## src/rtl/mult_accumulator.sv

```systemverilog
// Accumulates delayed multiplier products into dot-product results, saturating on
// overflow, and queues finished results in a 2-entry first-word-fall-through FIFO.
module mult_accumulator #(
    parameter int LATENCY = 5,
    parameter int ACC_W   = 40,
    parameter int CNT_W   = 8
) (
    input  logic             clk,
    input  logic             rst_n,
    input  logic             op_valid,
    input  logic             op_last,
    input  logic [31:0]      P,
    output logic [ACC_W-1:0] res_data,
    output logic [CNT_W-1:0] res_count,
    output logic             res_sat,
    output logic             res_valid,
    input  logic             res_ready,
    output logic             drop_err,
    output logic             busy
);

    typedef enum logic [0:0] {
        ST_IDLE = 1'b0,
        ST_RUN  = 1'b1
    } state_t;

    // Delay line tracking which product cycles carry a valid pair
    logic [LATENCY-1:0] vld_q, vld_d;
    logic [LATENCY-1:0] lst_q, lst_d;
    logic               dly_vld_s;
    logic               dly_lst_s;

    // Accumulator state
    state_t             state_q, state_d;
    logic [ACC_W-1:0]   acc_q, acc_d;
    logic [CNT_W-1:0]   cnt_q, cnt_d;
    logic               sat_q, sat_d;

    // Arithmetic helpers
    logic [ACC_W-1:0]   acc_base_s;
    logic [CNT_W-1:0]   cnt_base_s;
    logic               sat_base_s;
    logic [ACC_W:0]     sum_ext_s;
    logic [ACC_W-1:0]   sum_sat_s;
    logic [CNT_W-1:0]   cnt_inc_s;
    logic               sat_inc_s;
    logic               push_s;

    // FIFO storage: entry 0 is always the head
    logic [ACC_W-1:0]   e0_data_q, e0_data_d, e1_data_q, e1_data_d;
    logic [CNT_W-1:0]   e0_cnt_q, e0_cnt_d, e1_cnt_q, e1_cnt_d;
    logic               e0_sat_q, e0_sat_d, e1_sat_q, e1_sat_d;
    logic [1:0]         occ_q, occ_d;
    logic               valid_q, valid_d;
    logic               drop_q, drop_d;
    logic               busy_q, busy_d;
    logic               pop_s;
    logic               push_ok_s;
    logic               full_s;

    // Shift op_valid/op_last down the delay line; last is only meaningful with valid
    always_comb begin
        vld_d    = vld_q;
        lst_d    = lst_q;
        vld_d[0] = op_valid;
        lst_d[0] = op_valid & op_last;
        for (int i = 1; i < LATENCY; i++) begin
            vld_d[i] = vld_q[i-1];
            lst_d[i] = lst_q[i-1];
        end
    end

    assign dly_vld_s = vld_q[LATENCY-1];
    assign dly_lst_s = lst_q[LATENCY-1];

    // Select the running totals the incoming product is added to
    always_comb begin
        acc_base_s = {ACC_W{1'b0}};
        cnt_base_s = {CNT_W{1'b0}};
        sat_base_s = 1'b0;
        case (state_q)
            ST_IDLE: begin
                acc_base_s = {ACC_W{1'b0}};
                cnt_base_s = {CNT_W{1'b0}};
                sat_base_s = 1'b0;
            end
            ST_RUN: begin
                acc_base_s = acc_q;
                cnt_base_s = cnt_q;
                sat_base_s = sat_q;
            end
            default: begin
                acc_base_s = {ACC_W{1'b0}};
                cnt_base_s = {CNT_W{1'b0}};
                sat_base_s = 1'b0;
            end
        endcase
    end

    // Saturating add of the zero-extended product and saturating term count
    always_comb begin
        sum_ext_s = {1'b0, acc_base_s} + {{(ACC_W-31){1'b0}}, P};
        if (sum_ext_s[ACC_W]) begin
            sum_sat_s = {ACC_W{1'b1}};
        end else begin
            sum_sat_s = sum_ext_s[ACC_W-1:0];
        end
        if (cnt_base_s == {CNT_W{1'b1}}) begin
            cnt_inc_s = cnt_base_s;
        end else begin
            cnt_inc_s = cnt_base_s + CNT_W'(1);
        end
        sat_inc_s = sat_base_s | sum_ext_s[ACC_W];
    end

    // Accumulator FSM: a delayed last pushes the completed result and returns to IDLE
    always_comb begin
        state_d = state_q;
        acc_d   = acc_q;
        cnt_d   = cnt_q;
        sat_d   = sat_q;
        push_s  = 1'b0;
        if (dly_vld_s) begin
            if (dly_lst_s) begin
                push_s  = 1'b1;
                acc_d   = {ACC_W{1'b0}};
                cnt_d   = {CNT_W{1'b0}};
                sat_d   = 1'b0;
                state_d = ST_IDLE;
            end else begin
                acc_d   = sum_sat_s;
                cnt_d   = cnt_inc_s;
                sat_d   = sat_inc_s;
                state_d = ST_RUN;
            end
        end else begin
            state_d = state_q;
        end
    end

    assign pop_s     = valid_q & res_ready;
    assign full_s    = (occ_q == 2'd2);
    assign push_ok_s = push_s & (~full_s | pop_s);

    // FIFO update; a push into a full FIFO without a pop is dropped and flagged
    always_comb begin
        e0_data_d = e0_data_q;
        e0_cnt_d  = e0_cnt_q;
        e0_sat_d  = e0_sat_q;
        e1_data_d = e1_data_q;
        e1_cnt_d  = e1_cnt_q;
        e1_sat_d  = e1_sat_q;
        occ_d     = occ_q;
        drop_d    = drop_q | (push_s & full_s & ~pop_s);
        case (occ_q)
            2'd0: begin
                if (push_ok_s) begin
                    e0_data_d = sum_sat_s;
                    e0_cnt_d  = cnt_inc_s;
                    e0_sat_d  = sat_inc_s;
                    occ_d     = 2'd1;
                end else begin
                    occ_d = 2'd0;
                end
            end
            2'd1: begin
                if (push_ok_s && pop_s) begin
                    e0_data_d = sum_sat_s;
                    e0_cnt_d  = cnt_inc_s;
                    e0_sat_d  = sat_inc_s;
                end else if (push_ok_s) begin
                    e1_data_d = sum_sat_s;
                    e1_cnt_d  = cnt_inc_s;
                    e1_sat_d  = sat_inc_s;
                    occ_d     = 2'd2;
                end else if (pop_s) begin
                    occ_d = 2'd0;
                end else begin
                    occ_d = 2'd1;
                end
            end
            2'd2: begin
                if (pop_s) begin
                    e0_data_d = e1_data_q;
                    e0_cnt_d  = e1_cnt_q;
                    e0_sat_d  = e1_sat_q;
                    if (push_ok_s) begin
                        e1_data_d = sum_sat_s;
                        e1_cnt_d  = cnt_inc_s;
                        e1_sat_d  = sat_inc_s;
                    end else begin
                        occ_d = 2'd1;
                    end
                end else begin
                    occ_d = 2'd2;
                end
            end
            default: begin
                occ_d = 2'd0;
            end
        endcase
        valid_d = (occ_d != 2'd0);
        busy_d  = (|vld_d) | (state_d == ST_RUN);
    end

    // All state registers share the asynchronous reset
    always_ff @(posedge clk or negedge rst_n) begin
        if (!rst_n) begin
            vld_q     <= {LATENCY{1'b0}};
            lst_q     <= {LATENCY{1'b0}};
            state_q   <= ST_IDLE;
            acc_q     <= {ACC_W{1'b0}};
            cnt_q     <= {CNT_W{1'b0}};
            sat_q     <= 1'b0;
            e0_data_q <= {ACC_W{1'b0}};
            e0_cnt_q  <= {CNT_W{1'b0}};
            e0_sat_q  <= 1'b0;
            e1_data_q <= {ACC_W{1'b0}};
            e1_cnt_q  <= {CNT_W{1'b0}};
            e1_sat_q  <= 1'b0;
            occ_q     <= 2'd0;
            valid_q   <= 1'b0;
            drop_q    <= 1'b0;
            busy_q    <= 1'b0;
        end else begin
            vld_q     <= vld_d;
            lst_q     <= lst_d;
            state_q   <= state_d;
            acc_q     <= acc_d;
            cnt_q     <= cnt_d;
            sat_q     <= sat_d;
            e0_data_q <= e0_data_d;
            e0_cnt_q  <= e0_cnt_d;
            e0_sat_q  <= e0_sat_d;
            e1_data_q <= e1_data_d;
            e1_cnt_q  <= e1_cnt_d;
            e1_sat_q  <= e1_sat_d;
            occ_q     <= occ_d;
            valid_q   <= valid_d;
            drop_q    <= drop_d;
            busy_q    <= busy_d;
        end
    end

    assign res_data  = e0_data_q;
    assign res_count = e0_cnt_q;
    assign res_sat   = e0_sat_q;
    assign res_valid = valid_q;
    assign drop_err  = drop_q;
    assign busy      = busy_q;

endmodule

```

## config.mk

```make
export PLATFORM = sky130hd
export DESIGN_NAME = mult_accumulator
export DESIGN_NICKNAME = d
export VERILOG_FILES = /design/src/rtl/mult_accumulator.sv
export SDC_FILE = /design/constraint.sdc
export NUM_CORES = 1
export LEC_CHECK = 0
export CORE_ASPECT_RATIO = 1.4
export CORE_MARGIN = 2
export CORE_UTILIZATION = 45
export DETAILED_ROUTE_END_ITERATION = 10
export DONT_BUFFER_PORTS = 1
export PLACE_DENSITY_LB_ADDON = 0.08
export SYNTH_ARGS = -nofsm -noshare
export SYNTH_HDL_FRONTEND = slang
export SYNTH_SLANG_ARGS = --single-unit
export TNS_END_PERCENT = 30
```

## constraint.sdc

```tcl
create_clock -name clk -period 6.1 [get_ports clk]
set_input_delay 0.915 -clock clk [delete_from_list [all_inputs] [get_ports clk]]
set_output_delay 0.915 -clock clk [all_outputs]
set_load 0.005 [all_outputs]
```

==> impl_metrics.ini <==
[setup_path]
required_ns = 6.42
crit_path_start = state_q$_DFF_PN0_
max_stage_delay_ns = 0.98
r2r_start = state_q$_DFF_PN0_
path_cells = and2_1, ha_1, and2_1, a32o_1, a2111oi_0, o221ai_1, a21oi_2, nand2b_1, o21a_1, a211oi_1, a21o_1
endpoint_kind = flop
cp_slowest_cell = dfrtp_1
start_kind = flop
cpMostUsedCell = and2_1
critical_path_arrival_ns = 4.53
cp_max_fo = 32
crit_type = reg2reg

[sta]
hold_viol = 0
setup_viol = 0
max_freq_ghz = 0.238
max_slew_margin_pct = 35.0
layout_min_cycle_time_ns = 4.21
fin_worst_skew_ns = 0.00913
rsz0062_at_grt = no
tightest_slew_ns = 0.975
min_period_over_period_pct = 69.0
slew_violations = 0
tns_ns = 0

[clocking]
hold_buffers = 0
cts_buffers = 17
root_buffer = clkbuf_16
postCtsSetupBuffers = 0
cts_tree = done
clock_latency_ns = 0.43
cts_buffer_depth = 2
cts_sinks = 163
cts.clk_slew.worst_paths_ns = 0.07
cts_max_level = 4
post_cts_resized = 0

[cells_and_area]
layout.nets = 1023
diodes = 0
syn2layout_area_growth_pct = 8.53
layout_common_cells = dfrtp_1, nand2_1, nor2_1
drive_gt1_share_pct = 6.53
final_common_cell = dfrtp_1
fillers = 1916

[floorplan]
die-area_sq_um = 21100
initial_utilization_pct = 45.5
ioPinCount = 89
fp-row-count = 61
core_area_sq_um = 19700
die_y_um = 171
die_w_um = 123

[synthesis]
synth_ff_type = dfrtp_1
synthArstFlopShare_pct = 100
synth.distinct_cells = 66
avgSynthCellArea_sq_um = 9.08
synth_cells = 987
synthesis.nets = 1058
ys_seq_area_share_pct = 45.5
yosys_register_bits = 163
ys_warn_count = 0
syn_area_sq_um = 8960
synth-edff-count = 0

[power_and_ir_drop]
ir_drop_uv = 196
leakagePower_nw = 4.42
power.density_nw_per_um2 = 411
power_mw = 4.00

[route]
drt-initial-drc-count = 437
drtAntennaViolNets = 0
wire_per_inst_um = 20.0
wl_um = 24400
drc = 0
vias = 7100
detail_route.first_pass.iterations = 5
vias_per_cell = 5.83

[global_route]
grt_overflow = 0
grt_pass1_vias = 7165
antenna_found_initial = 0
track_usage_pct = 24.2
grt_pass1_wl_um = 39200
grt_max_degree = 164

[status]
outcome = complete, no violations

[placement]
routabilityCongestion = 0.875
dpl.hpwl_um = 16400
port_buffers = 0

[flow_run]
drv_cap = 0

[hold_path]
hold_class = in2async
-- through the flow --
stage	cells	cell area (sq um)	setup WS, ns	util (%)	hold WS, ns
floorplan	987	8960	2.27	-	0.331
global placement	1185	9110	1.94	46.3	0.334
CTS	1217	9730	1.87	49.4	0.161
detailed placement	1185	9110	1.86	46.3	0.336
global route	1217	9730	1.59	49.4	0.149
finish	1217	9730	1.89	49.4	0.172
-- where the power goes --
group	switching [mW]	internal [mW]
sequential	0.253	1.43
combinational	0.692	0.488
clock	0.470	0.663
total	1.42	2.58
-- worst paths after layout --
kind | depth (start not counted) | slack (ns) | to
setup / recovery | 11 | 1.89 | res_data[7]$_DFFE_PN0P_
hold / removal | 0 | 0.17 | vld_q[2]$_DFF_PN0_
setup reg to reg | 11 | 1.89 | res_data[7]$_DFFE_PN0P_
hold reg to reg | 0 | 0.36 | lst_q[1]$_DFF_PN0_
max in group asynchronous | 0 | 5.69 | e1_cnt_q[6]$_DFFE_PN0P_
min in group clk | 0 | 0.36 | lst_q[1]$_DFF_PN0_
-- per-layer routing --
metal | part of all wire, % | vias to the layer above | routed length (um) | track usage [%]
met3 | 4.5 | 51 | 1100 | 5.47
met1 | 42 | 3424 | 10300 | 29.9
met4 | 3.5 | 0 | 841 | 9.93
li1 | - | 3477 | - | -
met5 | 0 | - | 0 | 0
met2 | 50 | 148 | 12100 | 40.6
-- layout make-up --
class	count	area (sq um)	area share, %
clock inverter	13	170	1.75
tap	252	315	3.24
clock buffer	19	443	4.55
multi-input combinational	744	4590	47.2
timing repair buffer	8	60.1	0.617
sequential	163	4080	41.9
inverter	18	67.6	0.695
-- registers in the layout, summed over array words and instances, names as in the netlist, 2 cells and up --
| signal | cells |
|---|---|
| e1_data_q | 40 |
| res_count | 8 |
| occ_q | 2 |
| acc_q | 40 |
| e1_cnt_q | 8 |
| lst_q | 5 |
| res_data | 40 |
| cnt_q | 8 |
| vld_q | 5 |
-- cell usage after synthesis (4+ instances only) --
library cell  count  share of area (%)
dfrtp_1         163                 46
a211oi_1         25                2.1
or3_1             7               0.49
o31ai_1           5               0.42
nor3_1           25                1.4
nand3_1          16               0.89
nor2b_1           4               0.28
a21oi_1          59                3.3
o21a_1            8               0.67
o21bai_1          6               0.50
mux2i_1           4               0.45
a21o_1           37                3.1
o21ai_0          87                4.9
o22a_1            7               0.68
and2_1           47                3.3
nor2_1           97                4.1
a31oi_1          12               0.84
nand2b_1          7               0.49
clkbuf_1         56                2.3
o221a_2           5               0.63
xor2_1            8               0.78
o2bb2ai_1        41                4.0
nand2_1         114                4.8
ha_1             33                4.6
nand4_1          12               0.84
xnor2_1          21                2.1
and3_1            6               0.42
inv_1            17               0.71
-- worst max-delay path: cells and delay by family (launching register included) --
family,cells,cell delay (ns)
AND/OR/NAND/NOR,3,0.96
flip-flops,1,0.98
AO/OA/AOI/OAI,7,1.84
adder cells (fa/ha/maj),1,0.34
-- cell families (layout without fill, tap and decap cells) --
group | count (synthesis) | after routing | synth area share [%]
adders and majority gates | 34 | 34 | 4.83
AOI/OAI and AO/OA | 327 | 327 | 24.6
and+or+nand+nor | 347 | 347 | 17.9
muxes | 7 | 7 | 0.824
DFF | 163 | 163 | 45.5
buffers and inverters | 80 | 58 | 3.48
xor gates and xnor gates | 29 | 29 | 2.83
Power figures use the tool's default switching activity.
